--- src/rtl/key_filter_pkg.sv ---
// Shared types and default timing for the key filter bank (50 MHz clock, 20 ms debounce, 1 s long press).
package key_filter_pkg;

  localparam int CLK_HZ      = 50_000_000;
  localparam int DEBOUNCE_MS = 20;
  localparam int LONG_MS     = 1000;

  localparam int DEFAULT_DEBOUNCE_CYCLES = (CLK_HZ / 1000) * DEBOUNCE_MS;
  localparam int DEFAULT_LONG_CYCLES     = (CLK_HZ / 1000) * LONG_MS;

  localparam int STATE_W = 4;

  // One-hot so any corrupted encoding is trivially distinguishable from a legal one.
  typedef enum logic [STATE_W-1:0] {
    ST_IDLE    = 4'b0001,
    ST_FILTER0 = 4'b0010,
    ST_DOWN    = 4'b0100,
    ST_FILTER1 = 4'b1000
  } filter_state_t;

endpackage

--- src/rtl/key_filter_chan.sv ---
// One debounced key channel: 2-flop synchroniser, debounce FSM, press/release pulses and an
// optional long-press detector built when KEY_FILTER_LONG_PRESS_EN is defined.
module key_filter_chan
  import key_filter_pkg::*;
#(
  parameter int DEBOUNCE_CYCLES = DEFAULT_DEBOUNCE_CYCLES,
  parameter int LONG_CYCLES     = DEFAULT_LONG_CYCLES
) (
  input  logic          clk,
  input  logic          reset,
  input  logic          key_in,
  output logic          key_state,
  output logic          press_flag,
  output logic          release_flag,
  output logic          long_flag,
  output filter_state_t state
);

  localparam int CNT_W = $clog2(DEBOUNCE_CYCLES);
  localparam logic [CNT_W-1:0] CNT_LAST = CNT_W'(DEBOUNCE_CYCLES - 1);

  logic [1:0]       sync_q;
  logic             sync_s;
  logic [CNT_W-1:0] cnt;
  logic             press_confirm;
  logic             release_confirm;

  // Synchroniser resets high so an idle key never looks like a fresh press.
  always_ff @(posedge clk) begin
    if (reset) begin
      sync_q <= 2'b11;
    end else begin
      sync_q <= {sync_q[0], key_in};
    end
  end

  assign sync_s          = sync_q[1];
  assign press_confirm   = (state == ST_FILTER0) && !sync_s && (cnt == CNT_LAST);
  assign release_confirm = (state == ST_FILTER1) &&  sync_s && (cnt == CNT_LAST);

  always_ff @(posedge clk) begin
    if (reset) begin
      state        <= ST_IDLE;
      cnt          <= '0;
      key_state    <= 1'b1;
      press_flag   <= 1'b0;
      release_flag <= 1'b0;
    end else begin
      press_flag   <= 1'b0;
      release_flag <= 1'b0;
      case (state)
        ST_IDLE: begin
          if (!sync_s) begin
            state <= ST_FILTER0;
            cnt   <= '0;
          end
        end
        ST_FILTER0: begin
          if (sync_s) begin
            state <= ST_IDLE;
          end else if (press_confirm) begin
            state      <= ST_DOWN;
            key_state  <= 1'b0;
            press_flag <= 1'b1;
          end else begin
            cnt <= cnt + 1'b1;
          end
        end
        ST_DOWN: begin
          if (sync_s) begin
            state <= ST_FILTER1;
            cnt   <= '0;
          end
        end
        ST_FILTER1: begin
          if (!sync_s) begin
            state <= ST_DOWN;
          end else if (release_confirm) begin
            state        <= ST_IDLE;
            key_state    <= 1'b1;
            release_flag <= 1'b1;
          end else begin
            cnt <= cnt + 1'b1;
          end
        end
        default: begin
          state     <= ST_IDLE;
          key_state <= 1'b1;
        end
      endcase
    end
  end

`ifdef KEY_FILTER_LONG_PRESS_EN
  localparam int HOLD_W = $clog2(LONG_CYCLES);
  localparam logic [HOLD_W-1:0] HOLD_LAST = HOLD_W'(LONG_CYCLES - 1);

  logic [HOLD_W-1:0] hold_cnt;
  logic              long_done;
  logic              long_q;
  logic              holding;

  // FILTER1 keeps counting so a release bounce does not restart the hold time.
  assign holding = (state == ST_DOWN) || (state == ST_FILTER1);

  always_ff @(posedge clk) begin
    if (reset) begin
      hold_cnt  <= '0;
      long_done <= 1'b0;
      long_q    <= 1'b0;
    end else begin
      long_q <= 1'b0;
      if (press_confirm || release_confirm || !holding) begin
        hold_cnt  <= '0;
        long_done <= 1'b0;
      end else if (!long_done) begin
        if (hold_cnt == HOLD_LAST) begin
          long_q    <= 1'b1;
          long_done <= 1'b1;
        end else begin
          hold_cnt <= hold_cnt + 1'b1;
        end
      end
    end
  end

  assign long_flag = long_q;
`else
  assign long_flag = 1'b0;
`endif

endmodule

--- src/rtl/key_filter_bank.sv ---
// Bank of N_KEYS independent active-low key debouncers. Long-press pulses are built only when
// KEY_FILTER_LONG_PRESS_EN is defined; otherwise long_flag is constant 0.
module key_filter_bank
  import key_filter_pkg::*;
#(
  parameter int N_KEYS          = 4,
  parameter int DEBOUNCE_CYCLES = DEFAULT_DEBOUNCE_CYCLES,
  parameter int LONG_CYCLES     = DEFAULT_LONG_CYCLES
) (
  input  logic                        clk,
  input  logic                        reset,
  input  logic [N_KEYS-1:0]           key_in,
  output logic [N_KEYS-1:0]           key_state,
  output logic [N_KEYS-1:0]           press_flag,
  output logic [N_KEYS-1:0]           release_flag,
  output logic [N_KEYS-1:0]           long_flag,
  output logic [N_KEYS*STATE_W-1:0]   chan_state
);

  // chan_state packs each channel's one-hot FSM state, channel 0 in the low nibble.
  for (genvar i = 0; i < N_KEYS; i++) begin : g_chan
    filter_state_t st;

    key_filter_chan #(
      .DEBOUNCE_CYCLES (DEBOUNCE_CYCLES),
      .LONG_CYCLES     (LONG_CYCLES)
    ) u_chan (
      .clk          (clk),
      .reset        (reset),
      .key_in       (key_in[i]),
      .key_state    (key_state[i]),
      .press_flag   (press_flag[i]),
      .release_flag (release_flag[i]),
      .long_flag    (long_flag[i]),
      .state        (st)
    );

    assign chan_state[i*STATE_W +: STATE_W] = st;
  end

endmodule

--- config.mk ---
export PLATFORM = sky130hd
export DESIGN_NAME = key_filter_bank
export DESIGN_NICKNAME = d
export VERILOG_FILES = /design/src/rtl/key_filter_pkg.sv /design/src/rtl/key_filter_chan.sv /design/src/rtl/key_filter_bank.sv
export SDC_FILE = /design/constraint.sdc
export NUM_CORES = 1
export LEC_CHECK = 0
export ABC_AREA = 1
export BUFFER_PORTS_ARGS = -buffer_cell sky130_fd_sc_hd__buf_2
export CAP_MARGIN = 20
export CORE_MARGIN = 3
export CORE_UTILIZATION = 62
export DETAILED_ROUTE_END_ITERATION = 10
export PLACE_DENSITY = 0.89
export SYNTH_ARGS = -nofsm -noshare
export SYNTH_HDL_FRONTEND = slang
export SYNTH_SLANG_ARGS = --single-unit
--- constraint.sdc ---
create_clock -name clk -period 2.35 [get_ports clk]
set_input_delay 0.3525 -clock clk [delete_from_list [all_inputs] [get_ports clk]]
set_output_delay 0.3525 -clock clk [all_outputs]
set_load 0.02 [all_outputs]
Word-level counts from Yosys, hierarchy flattened

Cells that the tools add are included.

Register bits after elaboration: 116
Latch bits: 0
RAM bits: 0
Memory bits (read-only): 0
Bits of input ports: 6
Output and inout port bits: 32
Word-level logic and storage cells: 236
Memories kept: 0

Add/sub/neg operators: 4
Multipliers: 0
Divide/modulo/power cells: 0
Order comparisons: 0
Equality and inequality tests: 60
Shift operators: 0
Muxes and demuxes: 84
Bitwise gates (word level): 16
Reductions and logical operators: 48

Operator list:

| cell                                          | count |
|---|---|
| 2-to-1 mux 20 bit                             | 24 |
| case mux 20 bit (4 select lines)              | 4 |
| 2-to-1 mux 4 bit                              | 24 |
| adder 20 x 1 -> 20 bit, second input constant | 4 |
| == test 20 bit, second input constant         | 4 |
| case mux 4 bit (4 select lines)               | 4 |
| != test 2 x 1 -> 1 bit, second input constant | 16 |
| != test 2 bit, second input constant          | 16 |
| AND reduction 7 bit                           | 4 |
| 2-to-1 mux 1 bit                              | 24 |
| OR reduction 3 bit                            | 8 |
| AND reduction 5 bit                           | 4 |
| == test 4 x 1 -> 1 bit, second input constant | 4 |
| == test 4 x 2 -> 1 bit, second input constant | 4 |
| == test 4 x 3 -> 1 bit, second input constant | 4 |
| == test 4 bit, second input constant          | 4 |
| logical AND 1 bit                             | 16 |
| NOT 1 bit                                     | 16 |
| AND reduction 4 bit                           | 4 |
| nonzero test 4 bit                            | 4 |
| != test 3 x 1 -> 1 bit, second input constant | 4 |
| != test 3 bit, second input constant          | 4 |
| case mux 1 bit (3 select lines)               | 4 |
| OR reduction 2 bit                            | 4 |
| logical NOT 1 bit                             | 4 |

Logic depth before layout (Yosys ltp)

Depth in word-level cells: 6
Depth in mapped cells: 12
Depth with buffers taken out: 11

Modules after synthesis

Synthesis repeated with hierarchy kept, for this count alone.

Cell total of the unflattened synthesis: 1320
Area, all modules: 7926.4 µm²

Modules (own cells, without submodules):

| module                                  | instances | cells an instance | area an instance (µm²) | sequential area each (µm²) |
|---|---|---|---|---|
| key_filter_chan at g_chan[0].u_chan ... | 3         | 330               | 1978.1                 | 580.6 |
| key_filter_chan at g_chan[3].u_chan     | 1         | 330               | 1991.9                 | 580.6 |

Worst setup path after synthesis

No wires, ideal clock.

Path type: reg2reg
Start: register g_chan[1].u_chan.cnt[0]
End: register g_chan[1].u_chan.cnt[10]
Library setup time: 0.142 ns
Arrival time: 1.613 ns
Data required time: 2.208 ns
Path slack: 0.595 ns
Cell stages (with the launch flop): 12
Path buffers: 1
Clock period less this slack: 1.755 ns
Cells stage by stage: dfxtp_1 -> ha_1 -> inv_2 -> nor2_2 -> nand3_1 -> nor2_2 -> nand3_4 -> nand2_4 -> inv_2 -> buf_4 -> nand2_1 -> a21oi_2

Longest elaborated chain between the ends: 4
Elaborated cells between the ends (all ways): 12
Those cells by class: add/sub (1); eq/ne (3); mux (5); reduce/logical (3)

Ends and longest elaborated chain:

| item                                                                           | line                  | text |
|---|---|---|
| from (decl)                                                                    | key_filter_chan.sv:24 | `logic [CNT_W-1:0] cnt;` |
| from (signal assigned)                                                         | key_filter_chan.sv:66 | `cnt <= cnt + 1'b1;` |
| from (signal assigned)                                                         | key_filter_chan.sv:83 | `cnt <= cnt + 1'b1;` |
| adder 20 x 1 -> 20 bit / == test 20 bit (equally long branches)                | --                    |  |
| 2-to-1 mux 20 bit (tied with other cells)                                      | key_filter_chan.sv:78 | `end else if (release_confirm) begin` |
| 2-to-1 mux 20 bit (tied with other cells)                                      | key_filter_chan.sv:76 | `if (!sync_s) begin` |
| case mux 20 bit (4 select lines) / AND reduction 7 bit (equally long branches) | --                    |  |

Several ways; a longest one is shown, not always the timed one. The select of a mux whose other input is x is not followed.
A chain may end at the register's enable or synchronous reset.

Final worst setup path

Start: register g_chan[3].u_chan.cnt[0]
End: register g_chan[3].u_chan.cnt[9]

Longest elaborated chain between the ends: 4
Elaborated cells between the ends (all ways): 12
Those cells by class: add/sub (1); eq/ne (3); mux (5); reduce/logical (3)

Ends and longest elaborated chain:

| item                                                                           | line |
|---|---|
| from (decl)                                                                    | key_filter_chan.sv:24 |
| from (signal assigned)                                                         | key_filter_chan.sv:66 |
| from (signal assigned)                                                         | key_filter_chan.sv:83 |
| adder 20 x 1 -> 20 bit / == test 20 bit (equally long branches)                | -- |
| 2-to-1 mux 20 bit (tied with other cells)                                      | key_filter_chan.sv:78 |
| 2-to-1 mux 20 bit (tied with other cells)                                      | key_filter_chan.sv:76 |
| case mux 20 bit (4 select lines) / AND reduction 7 bit (equally long branches) | -- |

Several ways; a longest one is shown, not always the timed one. The select of a mux whose other input is x is not followed.

==> flow_summary.ini <==
[outcome]
status = finished, final reports clean

[yosys]
yosys_warnings = 0
synth_cells = 1224
async_reset_ff_share_pct = 0
synth_top_area_cell = dfxtp_1
ys_seq_area_share_pct = 31.07
synth_top_area_share_pct = 31.07
syn-cell-area_um2 = 7473
synth_edf_count = 0
yosys_most_used_dff = dfxtp_1
avgSynthCellArea_um2 = 6.106
synth.distinct_cells = 37
synth.area.top_cells = dfxtp_1 (31%), nand2_1 (19%), nor2_1 (12%)
synth_seq_cells = 116

[worst_hold_path]
hold_class = in2reg

[run]
maxCapViolations = 0

[power_and_ir_drop]
power.share.sequential_pct = 29.0
pwr_density_cell_nw_per_um2 = 975.7
max-vdd-ir-drop_uv = 760.1
p_switching_mw = 3.167
p_sw_share_pct = 39.36
p_int_mw = 4.880
pwr-share-comb_pct = 35.1
power_mw = 8.047
power_frac_clock_pct = 35.9
p_leak_nw = 3.202

[clock_tree]
clk_pin_slew_ns = 0.06
clkLatencyLatePin_ns = 0.42
cts_tree = yes
numCtsBuffers = 17
holdBufCountCts = 0
cts_sinks = 116
cts.path.max_buffers = 2
cts_root_buf = clkbuf_16
htreeDepth = 4

[floorplanning]
die-area_um2 = 13410
fp.dieH_um = 115.8
boundaryPins = 38
core_area_um2 = 11610
die_x_um = 115.8
rows = 39
start_util_pct = 64.35

[detailed_routing]
wl_per_cell_um = 12.62
finalWirelength_um = 17610
drt-pass1-iter-count = 6
drtAntennaViolNets = 0
routed_via_density = 5.454
first_iter_violations = 614
drc = 0
vias = 7609

[critical_path]
path_max_fanout = 23
r2r-end = g_chan[3].u_chan.cnt[9]
worstPathRequired_ns = 2.63
worstReg2RegStart = g_chan[3].u_chan.cnt[0]
critPathLaunchType = register
r2r_slack_ns = 0.22
path_class = reg2reg
worstPathArrival_ns = 2.41
cp-end-kind = register
cp-endpoint = g_chan[3].u_chan.cnt[9]
critPathLaunch = g_chan[3].u_chan.cnt[0]
rr_worst_depth = 8

[sta]
fmax_ghz = 0.4702
period_share_pct = 90.50
slew_headroom_pct = 65.15
fin_crit_ns = 2.127
drv_slew = 0
finalHoldViolations = 0
setup_tns_ns = 0
worst_slew_pin_slew_ns = 0.5222
rsz0062_at_grt = false
clock-skew-final_ns = 0.007628
setup_viol = 0

[grt]
antenna_found_initial = 0
grt_pass1_vias = 6970
grt_max_degree = 93
grt_pass1_wl_um = 30870
grt_usage_pct = 27.59
overflow = 0

[placement]
dpl_cell_area_um2 = 7582
port_buffers = 33
post-dp-hpwl_um = 11790
gp_congestion = 0.9648

[layout]
n_antenna_cell = 0
layout-drive-gt1-share_pct = 10.30
final_net_count = 1249
final_cell_area_um2 = 8248
area_growth_pct = 10.36
flip-flops by register name, summed over array words and instances (netlist names):
name,flops
g_chan.u_chan.release_flag,4
g_chan.u_chan.press_flag,4
g_chan.u_chan.cnt,80
g_chan.u_chan.key_state,4
g_chan.u_chan.sync_q,8
g_chan.u_chan.state,16
metrics by stage:
stage	hold slack, ns	util, %	std cells	worst slack [ns]
2_1_floorplan	0.3895	-	1227	0.5952
3_3_place_gp	0.3909	65.29	1363	0.3113
3_5_place_dp	0.3963	65.29	1363	0.2068
4_1_cts	0.1038	70.98	1395	0.1279
5_1_grt	0.1191	71.02	1395	0.02106
6_report	0.1160	71.02	1395	0.2232
routing by layer:
metal | share of wire [%] | track usage (%) | vias up
met4 | 1.8 | 8.739 | 0
li1 | - | - | 3884
met1 | 45 | 34.91 | 3421
met5 | 0 | 0 | -
met2 | 47 | 47.07 | 264
met3 | 5.9 | 5.901 | 40
cell type report:
class | instances | area [µm²]
sequential | 116 | 2322
timing repair buffer | 37 | 210.2
multi-input combinational | 968 | 4504
tap | 143 | 178.9
inverter | 99 | 371.6
clock inverter | 9 | 172.7
clock buffer | 23 | 488.0
fill | 1016 | 3366
cells in the final DEF, fill, tap and decap left out, types with 3 or more instances in the layout:
master / Yosys / final
bufinv_16: 0 / 5
xor2_1: 32 / 32
inv_1: 90 / 90
nand2_4: 5 / 6
o21bai_1: 7 / 7
buf_4: 21 / 4
a21oi_2: 9 / 9
buf_2: 2 / 32
nand3_2: 4 / 4
inv_2: 8 / 8
dfxtp_1: 116 / 116
clkinv_2: 0 / 3
conb_1: 1 / 4
a21oi_1: 74 / 74
nand4_1: 10 / 10
clkbuf_8: 0 / 4
ha_1: 4 / 4
o21ai_0: 14 / 14
and2_1: 9 / 9
or2_2: 8 / 8
nand2_2: 8 / 7
clkbuf_16: 0 / 17
nand3b_1: 3 / 3
nor3_1: 14 / 14
nor2_8: 3 / 3
nor2_2: 13 / 13
nand3_1: 109 / 109
xnor2_1: 8 / 8
nand2_1: 371 / 371
o21ai_1: 4 / 4
nor2_1: 248 / 248
critical path: stages, from the launching register on:
cell     delay [ns]
dfxtp_1        0.43
ha_1           0.30
nand3_1        0.23
nor2_1         0.21
nand3_2        0.19
nand2_4        0.29
inv_2          0.17
nand2_1        0.11
a21oi_1        0.06
what timing repair did:
item / in CTS / in global routing
resized for setup: 0 / 1
endpoints found under the setup margin: 0 / 10
buffers inserted: 0 / 0
worst min-delay path by stage:
| stage | start | endpoint | slack [ns] | cells after the start |
|---|---|---|---|---|
| floorplan | g_chan[0].u_chan.sync_q[0] | g_chan[0].u_chan.sync_q[1] | 0.39 | 1 |
| global placement | g_chan[3].u_chan.sync_q[0] | g_chan[3].u_chan.sync_q[1] | 0.39 | 1 |
| detailed placement | g_chan[3].u_chan.sync_q[0] | g_chan[3].u_chan.sync_q[1] | 0.40 | 1 |
| CTS | key_in[1] | g_chan[1].u_chan.sync_q[0] | 0.10 | 2 |
| global route | key_in[1] | g_chan[1].u_chan.sync_q[0] | 0.12 | 2 |
| finish | key_in[1] | g_chan[1].u_chan.sync_q[0] | 0.12 | 2 |
synth_stat cells (2+ instances only):
master,count
nand3_2,4
xnor2_1,8
inv_1,90
o21ai_0,14
nand2_4,5
dfxtp_1,116
inv_2,8
nor2_1,248
nand3_1,109
buf_4,21
buf_6,6
nand3b_1,3
a21boi_2,2
nand2_2,8
o21bai_1,7
or2_2,8
clkbuf_1,13
nand4_1,10
and2_1,9
nor3_1,14
a21oi_1,74
xor2_1,32
buf_2,2
a21oi_2,9
nor2_2,13
ha_1,4
o21ai_1,4
nor2_8,3
buf_1,2
nand2_1,371
power by group through the flow:
stage	registers (mW)	logic, mW	clock network [mW]
2_1_floorplan	2.48	2.34	0
3_3_place_gp	2.36	2.72	0
3_5_place_dp	2.37	2.79	0
4_1_cts	2.33	2.82	2.92
5_1_grt	2.36	3.18	3.01
6_report	2.33	2.82	2.89
kinds of logic after synthesis:
| family | synth area share, % |
|---|---|
| AOI/OAI and AO/OA | 8.421 |
| xor gates and xnor gates | 4.688 |
| adders and majority gates | 0.6697 |
| buffers and inverters | 8.873 |
| DFF | 31.07 |
| other | 0.05018 |
| and+or+nand+nor | 46.22 |
Power figures use the tool's default switching activity.
